==> src/rtl/leb128_stream_dec_if.sv <==
// Byte-in / word-out handshake bundle for the LEB128 stream decoder.
// The master drives bytes in and accepts words out; the slave is the decoder.
interface leb128_stream_dec_if #(
    parameter int W  = 32,
    parameter int LW = 3
);
    logic [7:0]    i_data;
    logic          i_valid;
    logic          i_ready;
    logic [W-1:0]  o_data;
    logic [LW-1:0] o_len;
    logic          o_err;
    logic          o_valid;
    logic          o_ready;

    modport master (
        output i_data, i_valid, o_ready,
        input  i_ready, o_data, o_len, o_err, o_valid
    );

    modport slave (
        input  i_data, i_valid, o_ready,
        output i_ready, o_data, o_len, o_err, o_valid
    );
endinterface

==> src/rtl/leb128_stream_dec.sv <==
// Byte-serial LEB128 / SLEB128 decoder.
// Accepts one byte per cycle and emits one W-bit word per terminated sequence.
// Overlong sequences are drained in SKIP and reported once with o_err set.
// The output word sits in a single register: a new word can load on the same
// edge the old one is taken, so streaming needs no bubble cycles.
module leb128_stream_dec #(
    parameter int W      = 32,
    parameter bit SIGNED = 1'b0
) (
    input  logic               clk,
    input  logic               rst,
    leb128_stream_dec_if.slave bus
);
    localparam int MAXB = (W + 6) / 7;
    localparam int LW   = $clog2(MAXB + 1);
    // usable chunk bits in the last legal byte
    localparam int U    = W - 7 * (MAXB - 1);
    // chunk bits that must be zero (unsigned) or all equal (signed) in the last byte
    localparam logic [6:0] HI_U = 7'(7'h7F << U);
    localparam logic [6:0] HI_S = 7'(7'h7F << (U - 1));

    typedef enum logic [0:0] {ST_ACC, ST_SKIP} state_t;

    state_t        state_reg, state_next;
    logic [LW-1:0] k_reg, k_next;
    logic [W-1:0]  acc_reg, acc_next;
    logic          e_reg, e_next;
    logic [W-1:0]  o_data_reg, o_data_next;
    logic [LW-1:0] o_len_reg, o_len_next;
    logic          o_err_reg, o_err_next;
    logic          o_valid_reg, o_valid_next;

    logic          in_ready;
    logic          accept;
    logic          glue;
    logic [6:0]    chunk;
    logic          is_last;
    logic          last_bad;
    logic [6:0]    sval;
    logic [W-1:0]  lane_bits;   // this byte's chunk placed at bit 7k, truncated at W-1
    logic [W-1:0]  above;       // bits strictly above 7k+6, used for sign fill

    assign in_ready = !o_valid_reg || bus.o_ready;
    assign accept   = bus.i_valid && in_ready;
    assign glue     = bus.i_data[7];
    assign chunk    = bus.i_data[6:0];
    assign is_last  = (k_reg == LW'(MAXB - 1));
    assign sval     = chunk & HI_S;
    assign last_bad = is_last && (SIGNED ? ((sval != 7'd0) && (sval != HI_S))
                                         : ((chunk & HI_U) != 7'd0));

    // Per-bit lane decode: each output bit belongs to byte lane gi/7.
    genvar gi;
    generate
        for (gi = 0; gi < W; gi++) begin : g_lane
            localparam int LANE = gi / 7;
            localparam int POS  = gi % 7;
            assign lane_bits[gi] = (k_reg == LW'(LANE)) ? chunk[POS] : 1'b0;
            assign above[gi]     = (LW'(LANE) > k_reg);
        end
    endgenerate

    // Next-state and output-register logic for the accumulate/skip FSM.
    always_comb begin
        state_next   = state_reg;
        k_next       = k_reg;
        acc_next     = acc_reg;
        e_next       = e_reg;
        o_data_next  = o_data_reg;
        o_len_next   = o_len_reg;
        o_err_next   = o_err_reg;
        o_valid_next = o_valid_reg;

        if (o_valid_reg && bus.o_ready) begin
            o_valid_next = 1'b0;
        end

        if (accept) begin
            case (state_reg)
                ST_ACC: begin
                    if (!glue) begin
                        o_valid_next = 1'b1;
                        o_data_next  = (acc_reg | lane_bits) |
                                       ((SIGNED && chunk[6]) ? above : '0);
                        o_len_next   = k_reg + LW'(1);
                        o_err_next   = e_reg | last_bad;
                        k_next       = '0;
                        acc_next     = '0;
                        e_next       = 1'b0;
                    end else if (is_last) begin
                        // overlong: keep the first MAXB bytes, drop the rest
                        acc_next   = acc_reg | lane_bits;
                        e_next     = 1'b1;
                        state_next = ST_SKIP;
                    end else begin
                        acc_next = acc_reg | lane_bits;
                        k_next   = k_reg + LW'(1);
                    end
                end
                ST_SKIP: begin
                    if (!glue) begin
                        // all W bits were filled by the first MAXB bytes
                        o_valid_next = 1'b1;
                        o_data_next  = acc_reg;
                        o_len_next   = LW'(MAXB);
                        o_err_next   = 1'b1;
                        k_next       = '0;
                        acc_next     = '0;
                        e_next       = 1'b0;
                        state_next   = ST_ACC;
                    end
                end
                default: state_next = ST_ACC;
            endcase
        end
    end

    // State, accumulator and output registers with synchronous reset.
    always_ff @(posedge clk) begin
        if (rst) begin
            state_reg   <= ST_ACC;
            k_reg       <= '0;
            acc_reg     <= '0;
            e_reg       <= 1'b0;
            o_data_reg  <= '0;
            o_len_reg   <= '0;
            o_err_reg   <= 1'b0;
            o_valid_reg <= 1'b0;
        end else begin
            state_reg   <= state_next;
            k_reg       <= k_next;
            acc_reg     <= acc_next;
            e_reg       <= e_next;
            o_data_reg  <= o_data_next;
            o_len_reg   <= o_len_next;
            o_err_reg   <= o_err_next;
            o_valid_reg <= o_valid_next;
        end
    end

    assign bus.i_ready = in_ready;
    assign bus.o_data  = o_data_reg;
    assign bus.o_len   = o_len_reg;
    assign bus.o_err   = o_err_reg;
    assign bus.o_valid = o_valid_reg;

endmodule

==> src/flat_wrapper.sv <==
// flat-port wrapper written by rule: the top's interface ports become plain ports
module leb128_stream_dec_flat 
#(
    parameter int W      = 32,
    parameter bit SIGNED = 1'b0
)
  (clk, rst, bus_i_data, bus_i_valid, bus_o_ready, bus_i_ready, bus_o_data, bus_o_len, bus_o_err, bus_o_valid);
  leb128_stream_dec_if #(.W(W), .LW(3)) bus_i ();
  input  logic clk;
  input  logic rst;
  input wire logic [$bits(bus_i.i_data)-1:0] bus_i_data;
  input wire logic [$bits(bus_i.i_valid)-1:0] bus_i_valid;
  input wire logic [$bits(bus_i.o_ready)-1:0] bus_o_ready;
  output wire logic [$bits(bus_i.i_ready)-1:0] bus_i_ready;
  output wire logic [$bits(bus_i.o_data)-1:0] bus_o_data;
  output wire logic [$bits(bus_i.o_len)-1:0] bus_o_len;
  output wire logic [$bits(bus_i.o_err)-1:0] bus_o_err;
  output wire logic [$bits(bus_i.o_valid)-1:0] bus_o_valid;
  assign bus_i.i_data = bus_i_data;
  assign bus_i.i_valid = bus_i_valid;
  assign bus_i.o_ready = bus_o_ready;
  assign bus_i_ready = bus_i.i_ready;
  assign bus_o_data = bus_i.o_data;
  assign bus_o_len = bus_i.o_len;
  assign bus_o_err = bus_i.o_err;
  assign bus_o_valid = bus_i.o_valid;
  leb128_stream_dec #(.W(W), .SIGNED(SIGNED)) u_core (.clk(clk), .rst(rst), .bus(bus_i));
endmodule
==> config.mk <==
export PLATFORM = sky130hd
export DESIGN_NAME = leb128_stream_dec_flat
export DESIGN_NICKNAME = d
export VERILOG_FILES = /design/src/rtl/leb128_stream_dec_if.sv /design/src/rtl/leb128_stream_dec.sv /design/src/flat_wrapper.sv
export SDC_FILE = /design/constraint.sdc
export NUM_CORES = 1
export LEC_CHECK = 0
export CAP_MARGIN = 10
export CORE_MARGIN = 5
export CORE_UTILIZATION = 25
export CTS_BUF_LIST = sky130_fd_sc_hd__clkbuf_4 sky130_fd_sc_hd__clkbuf_8 sky130_fd_sc_hd__clkbuf_16
export DETAILED_ROUTE_END_ITERATION = 16
export GPL_ROUTABILITY_DRIVEN = 0
export PLACE_DENSITY = 0.48
export SLEW_MARGIN = 20
export SYNTH_ARGS = -nofsm -noshare
export SYNTH_HDL_FRONTEND = slang
export SYNTH_SLANG_ARGS = --single-unit
==> constraint.sdc <==
create_clock -name clk -period 2.15 [get_ports clk]
set_clock_uncertainty 0.2 [all_clocks]
set_input_delay 0.3225 -clock clk [delete_from_list [all_inputs] [get_ports clk]]
set_output_delay 0.3225 -clock clk [all_outputs]
set_load 0.005 [all_outputs]
Word level (Yosys, flattened, before mapping)
Cells that the tools add are included.
{"block": "totals", "regBits": 74, "elab_cells": 90, "out_inout_bits": 38}
{"block": "classes", "bitwise": 3, "n_mux": 59, "addsub": 1, "n_reduce_logical": 11, "n_eq_ne": 8}
{"operator": "$mux W32", "count": 4}
{"operator": "$pmux W32 S2", "count": 2}
{"operator": "$mux W1", "count": 43}
{"operator": "$or A32 B32 Y32", "count": 1}
{"operator": "$mux W3", "count": 5}
{"operator": "$pmux W3 S2", "count": 2}
{"operator": "$reduce_and A3 Y1", "count": 3}
{"operator": "$reduce_bool A7 Y1", "count": 1}
{"operator": "$eq A3 B2 Y1 const B", "count": 2}
{"operator": "$pmux W1 S2", "count": 3}
{"operator": "$ne A2 B2 Y1 const B", "count": 2}
{"operator": "$add A3 B1 Y3 const B", "count": 1}
{"operator": "$eq A3 B1 Y1 const B", "count": 1}
{"operator": "$eq A3 B3 Y1 const B", "count": 1}
{"operator": "$logic_and A1 B1 Y1", "count": 3}
{"operator": "$logic_not A3 Y1", "count": 1}
{"operator": "$ne A3 B2 Y1 const B", "count": 1}
{"operator": "$ne A3 B3 Y1 const B", "count": 1}
{"operator": "$reduce_and A2 Y1", "count": 1}
{"operator": "$logic_not A1 Y1", "count": 1}
{"operator": "$logic_or A1 B1 Y1", "count": 1}
{"operator": "$not A1 Y1", "count": 1}
{"operator": "$or A1 B1 Y1", "count": 1}

Depth between registers and ports, before layout
Gate-level depths: netlist of the first run.
{"block": "depth", "word_depth": 5, "depth_mapped": 7, "ltp_nobuf": 5}

Least setup slack after synthesis of the first run
No wires, ideal clock.
{"block": "synth_path", "path_type": "register to register", "start": "reg u_core.k_reg[0]", "end": "reg u_core.k_reg[1]", "t_arrival_ps": 1451, "n_path_buf": 0, "path_stages_with_launch": 6, "required_time_ps": 1876, "slack_ps": 425, "setup_ps": 74, "cell_sequence": "dfxtp_1 > inv_1 > ha_1 > a21o_1 > or4_1 > a31oi_1"}
{"block": "synth_via", "elab_chain_len": 4}
{"element": "start, declared", "line": "leb128_stream_dec.sv:25", "source": "logic [LW-1:0] k_reg, k_next;"}
{"element": "start signal, assigned", "line": "leb128_stream_dec.sv:131", "source": "k_reg <= k_next;"}
{"element": "$add A3 B1 Y3", "line": "leb128_stream_dec.sv:97", "source": "k_next = k_reg + LW'(1);"}
{"element": "$mux W3", "line": "leb128_stream_dec.sv:90", "source": "end else if (is_last) begin"}
{"element": "$mux W3", "line": "leb128_stream_dec.sv:81", "source": "if (!glue) begin"}
{"element": "$pmux W3 S2", "line": "leb128_stream_dec.sv:79", "source": "case (state_reg)"}
Parallel ways exist; a longest one is shown, timed or not. The select of a mux whose other input is x is not followed.
A chain may end at the register's enable or synchronous reset.

Final worst setup path of the first run
{"block": "layout_path", "start": "reg u_core.k_reg[0]", "end": "reg u_core.acc_reg[31]"}
{"block": "layout_via", "elab_chain_len": 5}
{"element": "$eq A3 B3 Y1", "line": "leb128_stream_dec.sv:47, leb128_stream_dec.sv:58"}
{"element": "$mux W1", "line": "leb128_stream_dec.sv:58", "source": "assign lane_bits[gi] = (k_reg == LW'(LANE)) ? chunk[POS] : 1'b0;"}
{"element": "$or A32 B32 Y32", "line": "leb128_stream_dec.sv:92, leb128_stream_dec.sv:96"}
{"element": "$mux W32", "line": "leb128_stream_dec.sv:81"}
{"element": "$pmux W32 S2", "line": "leb128_stream_dec.sv:79"}
{"element": "end signal, assigned", "line": "leb128_stream_dec.sv:132", "source": "acc_reg <= acc_next;"}
{"element": "end, declared", "line": "leb128_stream_dec.sv:26", "source": "logic [W-1:0] acc_reg, acc_next;"}
Every way passes these cells.

==> metrics.md, run 1 <==
| Metric | Value |
|---|---|
| Status | finished, final reports clean |
| Worst R2R Setup Slack | roughly 0.24 ns |
| Setup ws final | ~0.24 ns |
| # rows | between 40 and 50 |
| Slew margin rel. | between 60 and 70% |
| RSZ-0062 raised after global routing | no |
| H-Tree Depth | 3 |
| Largest net degree at the start of global routing | 39 |
| CORE AREA | 0.0125 mm2 |
| Vias per cell | 5.03 |
| Setup violations, final | 0 |
| FILL cells | 1299 |
| Die H | 123 um |
| Slew Viols, Final | 0 |
| Data arrival time of the worst path | around 1.9 ns |
| Tightest Pin Transition | approximately 0.5 ns |
| N_diodes | 0 |
| Startpoint Class | flop |
| Hold path depth | 2 |
| FFs w/ async S/R, synth | 0% |
| Proportion of layout cells with a drive suffix above 1 | 11.9% |
| Leak | between 1 and 1.5 nW |
| Power density over the cells | around 800 mW/mm2 |
| Post-synth EDFFs | 0 |
| Worst Path Required | 2.14 ns |
| Setup_tns | 0 ns |
| Gr usage total | a little over an eighth |
| HPWL Detailed | between 6000 and 7000 um |
| Yosys warning count | 0 |
| Tcrit/Tclk final | approximately nine tenths |
| Top-area cell type share of the netlist area | between 40 and 50% |
| CP top delay family | simple AND/OR/NAND/NOR gates |
| Port bufs | 49 |
| Grt total ovfl | 0 |
| Vias in the first global route | around 2800 |
| Gates resized, CTS repair | 0 |
| Synth Flop Type | dfxtp_1 |
| Min cycle time layout | 1.91 ns |
| Cell count after synthesis | between 300 and 400 |
| CTS Buf Count | 9 |
| Initial DRC Count | about 200 |
| Met2 Wirelength | 4570 um |
| Levels on crit path | 6 |
| Clock latency on the worst-skew pair | ~0.33 ns |
| Clock root buffer master | clkbuf_16 |
| Final Net Count | between 400 and 500 |
| CTS max path bufs | 2 |
| Cell Area, Synth | between 0.003 and 0.004 mm2 |
| CP Buf/Inv Count | 2 |
| Hold Path Class | reg2reg |
| Cts hold-fix bufs | 0 |
| I/O pins | 50 |
| Clock sinks | 74 |
| Worst VDD drop | 366 uV |
| Final hold vios | 0 |
| Die W | approximately 120 um |
| Initial antenna violation count | 0 |
| Residual DRC | 0 |
| P&R area growth vs syn | 33.8% |
| Met3 Wirelength | 398 um |
| Drt wl/cell | between 15 and 20 um |
| Synth top area cells | dfxtp_1, a211oi_1, a21oi_1, o32ai_1, a31oi_1 |
| Slowest-stage cell, CP | dfxtp_1 |
| Placed Area | 0.00396 mm2 |
| Setup CP Type | reg2reg |
| Initial core utilization | between 20 and 30% |
| Post-layout util | 33.9% |
| M1 WL | ~4600 um |
| Slowest stage delay, CP | ~0.44 ns |
| Max Freq | between 500 and 600 MHz |
| Die Footprint | between 0.015 and 0.02 mm2 |
| Syn avg cell area | around 9.1 um2 |
| First-pass GRT wire length | 15700 um |
| Highest routed layer | met4 |
| Number of max-cap violations | 0 |
| Vias | ~2900 |
| Crit-path cells | inv_1, ha_1, buf_4, and2_1, nand4_1, o32ai_1 |
| Synthesized Nets | 366 |
| Design Area, Final | between 0.004 and 0.005 mm2 |
| CTS tree | done |
| Antenna viol nets, final | 0 |
| Critical Path Fanout Max | 10 |
| Worst slack, placed | between 0.02 and 0.025 ns |
| Post-CTS Setup Bufs | 0 |
| Netlist cell types | 31 |
| CP Capture Type | flop |
| Min Hold Slack | 0.258 ns |
| Depth of the worst register-to-register path | 6 |
| Total Wirelength | 9670 um |
| Yosys top cell by area | dfxtp_1 |
| Register area share after synthesis | between 40% and 50% |
| Clock-pin transition on the worst setup and hold timing paths | roughly 0.060 ns |
| DRT Pass-1 Iters | 4 |
| Flops & latches, synth | 74 |
[area by class of cell]
| cell class | count | area (um2) | area share [%] |
|---|---|---|---|
| flip-flops and latches | 74 | 1480 | 34.9 |
| multi-input cells | 208 | 1380 | 32.5 |
| repair buffers | 78 | 768 | 18.1 |
| clock buffers | 10 | 239 | 5.63 |
| well taps | 172 | 215 | 5.07 |
| inverters | 32 | 120 | 2.83 |
| clock inverters | 3 | 42.5 | 1.00 |
[per-stage QoR]
stage / total power [mW] / cells
detailed placement: 1.91 / 564
finish: 3.32 / 577
global placement: 1.90 / 564
global route: 3.45 / 577
floorplan: 1.69 / 349
CTS: 3.36 / 577
[Yosys cell counts, types with 2 or more instances]
cell type / n
o21ai_0: 11
inv_1: 31
a41oi_1: 7
a31oi_1: 27
dfxtp_1: 74
nor2_1: 9
nand2_1: 2
nand2b_1: 2
ha_1: 5
buf_4: 2
nand3_1: 4
a21oi_1: 47
or4_1: 2
a21o_1: 2
and2_1: 8
buf_2: 21
nand4_1: 5
o32ai_1: 25
a211oi_1: 32
buf_6: 4
a311oi_1: 3
clkbuf_1: 7
nor2b_1: 11
[worst min-delay path, stage by stage, from the launching register on]
cell     delay [ns]
dfxtp_1        0.31
inv_1          0.05
a21oi_1        0.05
[final timing paths]
path                                       from            endpoint
worst max-delay path            u_core.k_reg[0]  u_core.acc_reg[31]
worst min-delay path               u_core.e_reg        u_core.e_reg
worst max register to register  u_core.k_reg[0]  u_core.acc_reg[31]
worst min register to register     u_core.e_reg        u_core.e_reg
[cell usage in the layout, fill, tap and decap left out]
master and n:
dfxtp_1 74, a21oi_1 47, clkdlybuf4s50_1 47, a211oi_1 32, inv_1 31, a31oi_1 27, o32ai_1 25, buf_4 24
o21ai_0 11, nor2b_1 10, nor2_1 9, clkbuf_16 9, and2_1 8, a41oi_1 7, nand4_1 5, ha_1 5
buf_12 5, nand3_1 4, a311oi_1 3, nand2b_1 2, nand2_1 2, a21o_1 2, or4_1 2, and2b_4 1
inv_2 1, nor2_4 1, nor2b_2 1, and2b_1 1, nor3b_1 1, a31o_2 1, o31ai_1 1, clkinvlp_4 1
clkinv_2 1, bufinv_16 1, clkbuf_8 1, buf_2 1, dlymetal6s2s_1 1
[power breakdown]
| group | internal (mW) | switching [mW] | leakage [nW] |
|---|---|---|---|
| logic | 0.203 | 0.204 | 0.655 |
| registers | 1.43 | 0.0322 | 0.604 |
| clock network | 0.907 | 0.537 | 0.136 |
[metal layers]
layer / vias up / global-route usage, %
li1: 1420 / -
met1: 1413 / 18.4
met2: 56 / 21.1
met3: 12 / 3.04
met4: 0 / 4.34
met5: - / 0
[kinds of logic (layout without fill, tap and decap cells)]
| logic type | after synthesis | in the layout | share of synthesized area, % |
|---|---|---|---|
| DFF | 74 | 74 | 46.7 |
| adders and majority gates | 5 | 5 | 1.97 |
| buffers and inverters | 67 | 123 | 9.94 |
| AOI/OAI and AO/OA | 156 | 156 | 32.7 |
| and+or+nand+nor | 47 | 47 | 8.68 |
Note: power is estimated with default switching activity, not from simulation.
==> run 2: changes to the inputs <==
--- a/config.mk
+++ b/config.mk
@@ -5,7 +5,7 @@
 export SDC_FILE = /design/constraint.sdc
 export NUM_CORES = 1
 export LEC_CHECK = 0
-export CAP_MARGIN = 10
+export ABC_AREA = 1
 export CORE_MARGIN = 5
 export CORE_UTILIZATION = 25
 export CTS_BUF_LIST = sky130_fd_sc_hd__clkbuf_4 sky130_fd_sc_hd__clkbuf_8 sky130_fd_sc_hd__clkbuf_16
==> run 2 against run 1 <==
Compared with the run above: critical path depth is 2 lower; clock power is 14% higher; sequential share of layout area is 0.59 points higher; combinational power is 15% higher; cell area is 1.7% lower; register-to-register slack better by 0.05 ns; wire length is 15% lower; setup slack worse by 0.057 ns; largest cell class unchanged.
==> metrics.md, run 2 <==
| Metric | Value |
|---|---|
| FFs w/ async S/R, synth | 0% (unchanged) |
| Drt wl/cell | 12.4 um (-26%) |
| Clock-pin transition on the worst setup and hold timing paths | 0.06 ns (about the same) |
| Final Net Count | 507 (+21%) |
| Total Power | 3.58 mW (+8.1%) |
| Top-area cell type share of the netlist area | 47.5% (+0.79 points) |
| Slew margin rel. | 70.6% (+4.6 points) |
| Vias in the first global route | 2756 (-2.6%) |
| Clock root buffer master | clkbuf_16 |
| Yosys warning count | 0 (unchanged) |
| CTS max path bufs | 2 (unchanged) |
| Tightest Pin Transition | 0.439 ns (-0.0647 ns) |
| Initial DRC Count | 156 (-23%) |
| Flops & latches, synth | 74 (unchanged) |
| H-Tree Depth | 3 (unchanged) |
| Count leader, synth | nor2_1 |
| Largest net degree at the start of global routing | 29 (-26%) |
| Netlist cell types | 24 (-23%) |
| Synth top area cells | dfxtp_1, nor2_1, nand2_1, o21ai_0, inv_1 |
| Initial antenna violation count | 0 (unchanged) |
| Yosys top cell by area | dfxtp_1 |
| Initial core utilization | 25.8% (+0.41 points) |
| P&R area growth vs syn | 33.8% (about the same) |
| Clock sinks | 74 (unchanged) |
| Cts hold-fix bufs | 0 (unchanged) |
| Power density over the cells | 858 mW/mm2 (+9.9%) |
| Post-CTS Setup Bufs | 0 (unchanged) |
| Syn avg cell area | 7.17 um2 (-21%) |
| RSZ-0062 raised after global routing | no |
| Setup CP Type | in2out |
| CORE AREA | 0.0121 mm2 (-3.2%) |
| Antenna viol nets, final | 0 (unchanged) |
| Residual DRC | 0 (unchanged) |
| Hold Path Class | reg2reg |
| First-pass GRT wire length | 13600 um (-13%) |
| Worst slack, placed | 0.161 ns (+0.138 ns) |
| Slew Viols, Final | 0 (unchanged) |
| Die Footprint | 0.0148 mm2 (-1.5%) |
| Number of max-cap violations | 0 (unchanged) |
| Status | finished, final reports clean |
| Gr usage total | 11.5% (-1.9 points) |
| CTS tree | done |
| Register area share after synthesis | 47.5% (+0.79 points) |
| Die W | 122 um (-0.76%) |
| HPWL Detailed | 5870 um (-13%) |
| Most common cell after layout, fill and taps aside | nor2_1 |
| Worst Path Required | 1.63 ns (-0.51 ns) |
| Critical Path Fanout Max | 4 (-6) |
| Startpoint Class | primary input |
| Data arrival time of the worst path | 1.44 ns (-0.46 ns) |
| FILL cells | 1334 (+2.7%) |
| Die H | 122 um (-0.76%) |
| Most frequent cells in the layout | nor2_1, dfxtp_1, nand2_1, clkdlybuf4s50_1, o21ai_0 |
| Min cycle time layout | 1.97 ns (+0.0569 ns) |
| DRT Pass-1 Iters | 4 (unchanged) |
| Setup ws final | 0.183 ns (-0.0569 ns) |
| Vias | 2793 (-3.7%) |
| CP Capture Type | output pin |
| Clock latency on the worst-skew pair | 0.33 ns (about the same) |
| Max Freq | 508 MHz (-2.9%) |
| Cell count after synthesis | 435 (+25%) |
| Setup_tns | 0 ns (unchanged) |
| Worst VDD drop | 292 uV (-20%) |
| Grt total ovfl | 0 (unchanged) |
| # rows | 40 (-2.4%) |
| Port bufs | 49 (unchanged) |
| CTS Buf Count | 9 (unchanged) |
| Post-synth EDFFs | 0 (unchanged) |
| Vias per cell | 4.21 (-16%) |
| Proportion of layout cells with a drive suffix above 1 | 8.69% (-3.2 points) |
| Leak | 1.73 nW (+24%) |
| Cell Area, Synth | 0.00312 mm2 (-1.7%) |
| Gates resized, CTS repair | 0 (unchanged) |
| Synthesized Nets | 452 (+23%) |
| Total Wirelength | 8210 um (-15%) |
| Setup violations, final | 0 (unchanged) |
| I/O pins | 50 (unchanged) |
| Final hold vios | 0 (unchanged) |
| Tcrit/Tclk final | 91.5% (+2.6 points) |
| N_diodes | 0 (unchanged) |
| Synth top cells by count | nor2_1, dfxtp_1, nand2_1, o21ai_0, inv_1 |
| Synth Flop Type | dfxtp_1 |
run 2: area by class of cell:
| cell class | instances | area, um2 | share of cell area (%) |
|---|---|---|---|
| well taps | 168 | 210 | 5.04 |
| inverters | 37 | 139 | 3.33 |
| clock buffers | 10 | 239 | 5.73 |
| multi-input cells | 303 | 1370 | 32.8 |
| clock inverters | 6 | 88.8 | 2.13 |
| repair buffers | 65 | 648 | 15.5 |
| flip-flops and latches | 74 | 1480 | 35.5 |
run 2: logic make-up (layout without fill, tap and decap cells):
family | Yosys count | in the layout | synth area share, %
AND/OR/NAND/NOR | 218 | 218 | 28.0
AO/OA/AOI/OAI | 80 | 80 | 13.8
flip-flops | 74 | 74 | 47.5
buffers and inverters | 58 | 118 | 8.66
adder cells (fa/ha/maj) | 5 | 5 | 2.01
run 2: final timing paths:
path                       from                  to  slack, ns  cells after the start
max reg2reg     u_core.k_reg[0]     u_core.k_reg[1]       0.29                      8
min reg2reg  u_core.acc_reg[25]  u_core.acc_reg[25]       0.25                      2
min          u_core.acc_reg[25]  u_core.acc_reg[25]       0.25                      2
max                 bus_o_ready         bus_i_ready       0.18                      4
run 2: where the power goes:
group	switching, mW	internal (mW)	leakage [nW]
logic	0.259	0.211	0.966
clock network	0.586	1.05	0.155
registers	0.0367	1.44	0.604
total	0.882	2.70	1.73
run 2: critical path, stage by stage:
cell and delay [ns]:
clkdlybuf4s50_1 0.45, inv_1 0.06, nand2_2 0.09, clkdlybuf4s50_1 0.51
run 2: through the flow:
stage	cell area (um2)	util (%)	hold WS, ns	instances
4_1_cts	4170	34.5	0.253	663
6_report	4170	34.5	0.251	663
5_1_grt	4170	34.5	0.277	663
3_5_place_dp	3850	31.8	0.244	647
2_1_floorplan	3120	-	0.230	435
3_3_place_gp	3850	31.8	0.237	647
run 2: metal layers:
layer / share of wire, % / track usage [%]
met5: 0 / 0
met4: 1.2 / 3.78
met3: 4.6 / 3.06
met2: 46 / 19.0
met1: 48 / 14.6
